`config.mk`:
```
export PLATFORM = sky130hd
export DESIGN_NAME = mac_array_ctrl
export DESIGN_NICKNAME = d
export VERILOG_FILES = /design/src/rtl/mac_array_ctrl.sv
export SDC_FILE = /design/constraint.sdc
export NUM_CORES = 1
export LEC_CHECK = 0
export CAP_MARGIN = 20
export CORE_MARGIN = 2
export CORE_UTILIZATION = 56
export DETAILED_ROUTE_END_ITERATION = 8
export PLACE_DENSITY = 0.91
export SYNTH_ARGS = -nofsm -noshare
export SYNTH_HDL_FRONTEND = slang
export SYNTH_SLANG_ARGS = --single-unit
```
`constraint.sdc`:
```
create_clock -name clk -period 2.4 [get_ports clk]
set_clock_uncertainty 0.05 [all_clocks]
set_input_delay 0.24 -clock clk [delete_from_list [all_inputs] [get_ports clk]]
set_output_delay 0.24 -clock clk [all_outputs]
set_load 0.1 [all_outputs]
```
`src/rtl/mac_array_ctrl.sv`:
```
// mac_array_ctrl: tile sequencer for a row x col MAC array.
// Runs one tile as kernel load, flush, execute and drain. It pulls words from the
// L0 input FIFO, drives the array's registered 2-bit instruction, and counts
// completed output vectors on the last-column valid.
//
// Ports:
//   clk, reset   rising-edge clock, asynchronous active-high reset
//   start        one-cycle tile request, sampled only in IDLE
//   num_vec      activation vectors in the tile, latched on an accepted start
//   act_mode_i   activation mode, latched on an accepted start
//   l0_empty     L0 FIFO empty flag
//   l0_rd        L0 read strobe; the word is valid in the following cycle
//   inst_w       array instruction: 01 kernel load, 10 execute, 00 idle
//   act_mode     latched activation mode, stable for the whole tile
//   valid        array output valids; bit col-1 marks one output vector complete
//   busy         high in every state except IDLE
//   done         one-cycle pulse at tile end
//   err          drain timeout flag, sticky until the next accepted start
//   out_cnt      output vectors counted in this tile
module mac_array_ctrl #(
    parameter int unsigned row      = 8,
    parameter int unsigned col      = 8,
    parameter int unsigned cnt_bw   = 8,
    parameter int unsigned drain_to = 64
) (
    input  logic              clk,
    input  logic              reset,
    input  logic              start,
    input  logic [cnt_bw-1:0] num_vec,
    input  logic              act_mode_i,
    input  logic              l0_empty,
    output logic              l0_rd,
    output logic [1:0]        inst_w,
    output logic              act_mode,
    input  logic [col-1:0]    valid,
    output logic              busy,
    output logic              done,
    output logic              err,
    output logic [cnt_bw-1:0] out_cnt
);

    localparam int unsigned KW = $clog2(col + 1);
    localparam int unsigned FW = $clog2(row + col + 1);
    localparam int unsigned DW = $clog2(drain_to + 1);

    localparam logic [KW-1:0] KLast = KW'(col);
    localparam logic [FW-1:0] FLast = FW'(row + col - 1);
    localparam logic [DW-1:0] DLast = DW'(drain_to - 1);

    localparam logic [1:0] InstIdle = 2'b00;
    localparam logic [1:0] InstLoad = 2'b01;
    localparam logic [1:0] InstExec = 2'b10;

    typedef enum logic [2:0] {
        StIdle,
        StKload,
        StKflush,
        StExec,
        StDrain,
        StDone
    } state_e;

    state_e            state_q, state_d;
    logic [KW-1:0]     kcnt_q, kcnt_d;
    logic [FW-1:0]     ftmr_q, ftmr_d;
    logic [cnt_bw-1:0] vcnt_q, vcnt_d;
    logic [DW-1:0]     dtmr_q, dtmr_d;
    logic [cnt_bw-1:0] nvec_q, nvec_d;
    logic              mode_q, mode_d;
    logic              rd_q, rd_d;
    logic [1:0]        inst_q, inst_d;
    logic              busy_q;
    logic              done_q;
    logic              err_q, err_d;
    logic [cnt_bw-1:0] ocnt_q, ocnt_d;
    logic              count_en;

    // Only the last column's valid matters; the other bits are tied off here.
    logic unused_valid;
    assign unused_valid = ^valid;

    always_comb begin
        state_d  = state_q;
        kcnt_d   = kcnt_q;
        ftmr_d   = ftmr_q;
        vcnt_d   = vcnt_q;
        dtmr_d   = dtmr_q;
        nvec_d   = nvec_q;
        mode_d   = mode_q;
        err_d    = err_q;
        ocnt_d   = ocnt_q;
        rd_d     = 1'b0;
        count_en = 1'b0;

        // The word read this cycle reaches the array next cycle; the phase that
        // issued the read decides the opcode, so trailing words carry over.
        if (rd_q) begin
            inst_d = (state_q == StExec) ? InstExec : InstLoad;
        end else begin
            inst_d = InstIdle;
        end

        // Saturating output-vector counter; extra valids past num_vec are dropped.
        if ((state_q == StExec || state_q == StDrain) && valid[col-1] &&
            (ocnt_q != nvec_q)) begin
            count_en = 1'b1;
        end
        if (count_en) begin
            ocnt_d = ocnt_q + cnt_bw'(1);
        end

        // Reads are decided one cycle ahead so l0_rd is visible in the cycle the
        // counter accounts for it; kcnt/vcnt therefore include the current strobe.
        unique case (state_q)
            StIdle: begin
                if (start) begin
                    nvec_d = num_vec;
                    mode_d = act_mode_i;
                    err_d  = 1'b0;
                    ocnt_d = '0;
                    if (num_vec == '0) begin
                        state_d = StDone;
                    end else begin
                        state_d = StKload;
                        rd_d    = !l0_empty;
                        kcnt_d  = KW'(rd_d);
                    end
                end
            end
            StKload: begin
                if (kcnt_q == KLast) begin
                    state_d = StKflush;
                    ftmr_d  = '0;
                end else begin
                    rd_d   = !l0_empty;
                    kcnt_d = kcnt_q + KW'(rd_d);
                end
            end
            StKflush: begin
                if (ftmr_q == FLast) begin
                    state_d = StExec;
                    rd_d    = !l0_empty;
                    vcnt_d  = cnt_bw'(rd_d);
                end else begin
                    ftmr_d = ftmr_q + FW'(1);
                end
            end
            StExec: begin
                if (vcnt_q == nvec_q) begin
                    state_d = StDrain;
                    dtmr_d  = '0;
                end else begin
                    rd_d   = !l0_empty;
                    vcnt_d = vcnt_q + cnt_bw'(rd_d);
                end
            end
            StDrain: begin
                // A count completing on the timeout cycle still ends the tile cleanly.
                if (ocnt_d == nvec_q) begin
                    state_d = StDone;
                end else if (dtmr_q == DLast) begin
                    state_d = StDone;
                    err_d   = 1'b1;
                end else begin
                    dtmr_d = dtmr_q + DW'(1);
                end
            end
            StDone: begin
                state_d = StIdle;
            end
            default: begin
                state_d = StIdle;
            end
        endcase
    end

    always_ff @(posedge clk or posedge reset) begin
        if (reset) begin
            state_q <= StIdle;
            kcnt_q  <= '0;
            ftmr_q  <= '0;
            vcnt_q  <= '0;
            dtmr_q  <= '0;
            nvec_q  <= '0;
            mode_q  <= 1'b0;
            rd_q    <= 1'b0;
            inst_q  <= InstIdle;
            busy_q  <= 1'b0;
            done_q  <= 1'b0;
            err_q   <= 1'b0;
            ocnt_q  <= '0;
        end else begin
            state_q <= state_d;
            kcnt_q  <= kcnt_d;
            ftmr_q  <= ftmr_d;
            vcnt_q  <= vcnt_d;
            dtmr_q  <= dtmr_d;
            nvec_q  <= nvec_d;
            mode_q  <= mode_d;
            rd_q    <= rd_d;
            inst_q  <= inst_d;
            busy_q  <= (state_d != StIdle);
            done_q  <= (state_d == StDone);
            err_q   <= err_d;
            ocnt_q  <= ocnt_d;
        end
    end

    assign l0_rd    = rd_q;
    assign inst_w   = inst_q;
    assign act_mode = mode_q;
    assign busy     = busy_q;
    assign done     = done_q;
    assign err      = err_q;
    assign out_cnt  = ocnt_q;

endmodule
```
==> impl_results.md, run 1 <==
* Pin count of the biggest net entering global routing at 35
* Synth Flop Type: dfrtp_1
* Cells after Synth at 307
* Residual DRC at 0
* ANT nets after route at 0
* Vias in the first global route at 2573
* Initial Util at 0.579
* Top cells by area, synth: dfrtp_1, xnor2_1, xor2_1
* Drt total wl at 6.85 mm
* Worst R2R Path Depth at 7
* # clock sinks at 50
* Core Region at 5110 um^2
* I/O Buffers at 28
* Max VDD drop at 0.000665 V
* Crit-path max FO at 9
* HPWL Detailed at about 5.0 mm
* Ant diodes at 0
* Number of setup violations in the final report at 0
* Reg-to-reg slack, setup at approximately 0.12 ns
* Worst hold path type: primary input to async pin
* EDFF count, synth at 0
* Netlist Area Pre-Place at 2960 um^2
* Register area share after synthesis at 0.423
* All-Layer GR Usage at 0.247
* Status: complete, no violations
* CTS root buf: clkbuf_8
* Die extent in x at ~77 um
* Reg-to-reg critical path endpoint: dtmr_q[2]$_DFFE_PP0P_
* Mapped Nets at 336
* # rows at 26
* Ys Warns at 0
* H-tree levels at 2
* Dpl cells at 406
* Hold Buf Count CTS at 0
* Worst-skew pair later-pin latency at around 0.31 ns
* Netlist cell types at 55
* WP data arrival at 2.47 ns
* Initial antenna violation count at 0
* Synth top area share at 0.423
* Power Total at 3.73 mW
* LEAKAGE at 1.54 nW
* NumNets Final at 375
* Critical Path End Type: flip-flop
* Crit start category: flip-flop
* Synth Area per Inst at 9.63 um^2
* Crit path required time at 2.59 ns
* Fillers at 371
* Area Overhead vs Synth at 19.1%
* Vias at 2521
* Largest area contributor in the netlist: dfrtp_1
* FF+latch area at 1260 um^2
* Gpl congestion at 0.913
* Global-route wire length before repair at roughly 12 mm
* Slew margin rel. at 0.542
* Reg2reg start: state_q[1]$_DFF_PP0_
* WL/cell at 16.4 um
* Period minus WS final at 2.28 ns
* Drt first-iter violations at 161
* Yosys reg bits at 50
* Worst-Margin Slew at 0.686 ns
* Setup Crit Path Kind: flip-flop to flip-flop
* Clock Tree Buf Depth at 2
* Multi-input gate area at 1680 um^2
* Die area at 5870 um^2
* Die Y at around 77 um
* Clock-pin slew on the worst setup and hold paths at around 0.090 ns
* Hold Vio Cnt, Final at 0
* Via/cell ratio at 6.05
* Fraction of registers with async set or reset after synthesis at 1.00
* Share of layout cells above drive strength 1 at 0.213
* Most frequent cells in the layout: nand2_1, dfrtp_1, nor2_1, buf_4, xnor2_1
* Grt ovf at 0
* Slew Limit Fails at 0
* TritonCTS clock tree: done
* Pre-Repair DR Iteration Count at 4
* Cell Pwr Density at around 1100 nW/um^2
* Num CTS Buffers at 5
* Hold_ws at 0.294 ns
* Fmax at 439 MHz
* # IOs at 36
* Non-Filler Instances at 417
* Max Cap Viol at 0
* Period utilization at 0.948
==> layer usage <==
| metal | wire length [um] | up-vias | global-route usage |
|---|---|---|---|
| li1 | - | 1175 | - |
| met2 | 3410 | 101 | 0.422 |
| met5 | 0 | - | 0 |
| met3 | 421 | 19 | 0.0533 |
| met4 | 163 | 0 | 0.109 |
| met1 | 2850 | 1226 | 0.298 |
==> power by group <==
part           leakage [nW]  switching [mW]  internal, mW
Sequential            0.605           0.287          1.07
Combinational         0.886            1.16         0.697
Clock                0.0472           0.288         0.232
Total                  1.54            1.74          1.99
==> logic make-up (layout without fill, tap and decap cells) <==
kind of cell / after synthesis / in the layout / synth area share
compound gates: 54 / 54 / 0.136
xor+xnor: 38 / 38 / 0.113
fa+ha+maj: 8 / 8 / 0.0339
buf+inv: 16 / 56 / 0.0279
flops: 50 / 50 / 0.423
mux: 14 / 14 / 0.0512
simple gates: 127 / 127 / 0.215
==> cell usage after synthesis (2+ instances only) <==
cell       instances
nand2b_1           3
inv_1              4
a21boi_0           3
o21ai_1            3
a22o_1             2
nor3_1             8
nor2_1            31
o211ai_1           3
nand4_1            6
and2_1             6
buf_2              2
o2111ai_1          4
o21ai_0            8
a21oi_1            8
ha_1               8
nor3b_2            2
a311oi_1           2
a211oi_1           4
buf_4              5
mux2_2             9
o21a_1             3
xnor2_1           19
nor4_1             5
clkbuf_1           4
dfrtp_1           50
nand2_1           40
and3_1             4
xor2_1            19
nor2b_1            2
nand3_1           10
mux2i_1            5
and3b_1            2
==> stage by stage <==
stage / worst slack (ns) / utilization / setup TNS, ns / cell area [um^2]
after floorplan: 0.0256 / - / 0 / 3010
after global routing: -0.000807 / 0.689 / -0.000807 / 3520
after global placement: 0.155 / 0.658 / 0 / 3360
after detailed placement: 0.0820 / 0.658 / 0 / 3360
final: 0.124 / 0.689 / 0 / 3520
after CTS: 0.0141 / 0.677 / 0 / 3460
==> critical path, cell delays in order, from the launching register on <==
cell and delay, ns:
dfrtp_2 0.49, nor3b_4 0.34, o21ai_2 0.15, a211oi_2 0.32
xnor2_1 0.18, nand2_1 0.20, o2111ai_2 0.27, mux2i_1 0.21
==> layout make-up <==
type,count,share of cell area
Multi-Input combinational cell,241,0.478
Sequential cell,50,0.359
Timing Repair Buffer,44,0.107
Tap cell,70,0.0249
Clock buffer,6,0.0235
Inverter,4,0.00427
Clock inverter,2,0.00356
==> worst max-delay path by stage <==
stage / cells past startpoint / from / end
after floorplan: 9 / out_cnt[2]$_DFF_PP0_ / dtmr_q[2]$_DFFE_PP0P_
after global placement: 8 / out_cnt[1]$_DFF_PP0_ / done$_DFF_PP0_
after detailed placement: 8 / out_cnt[1]$_DFF_PP0_ / done$_DFF_PP0_
after CTS: 8 / out_cnt[1]$_DFF_PP0_ / done$_DFF_PP0_
after global routing: 7 / nvec_q[3]$_DFFE_PP0P_ / dtmr_q[2]$_DFFE_PP0P_
final: 7 / state_q[1]$_DFF_PP0_ / dtmr_q[2]$_DFFE_PP0P_
==> flip-flops by register name (all words and copies together) (netlist names), 2 cells and up <==
| name | flops |
|---|---|
| nvec_q | 8 |
| kcnt_q | 4 |
| ftmr_q | 5 |
| state_q | 3 |
| out_cnt | 8 |
| vcnt_q | 8 |
| dtmr_q | 7 |
| inst_w | 2 |
==> timing repair <==
item | 4_1_cts | 5_1_grt
resized for setup | 0 | 7
buffers inserted | 0 | 3
setup endpoints to repair | 0 | 11
No activity file was read; power rests on OpenSTA's default activity.
==> inputs of run 2 (changes only) <==
--- a/config.mk
+++ b/config.mk
@@ -5,9 +5,9 @@
 export SDC_FILE = /design/constraint.sdc
 export NUM_CORES = 1
 export LEC_CHECK = 0
-export CAP_MARGIN = 20
 export CORE_MARGIN = 2
 export CORE_UTILIZATION = 56
+export CTS_CLUSTER_SIZE = 40
 export DETAILED_ROUTE_END_ITERATION = 8
 export PLACE_DENSITY = 0.91
 export SYNTH_ARGS = -nofsm -noshare
==> results of run 2 <==
Final layout, timing and power as in run 1 (identical DEF).
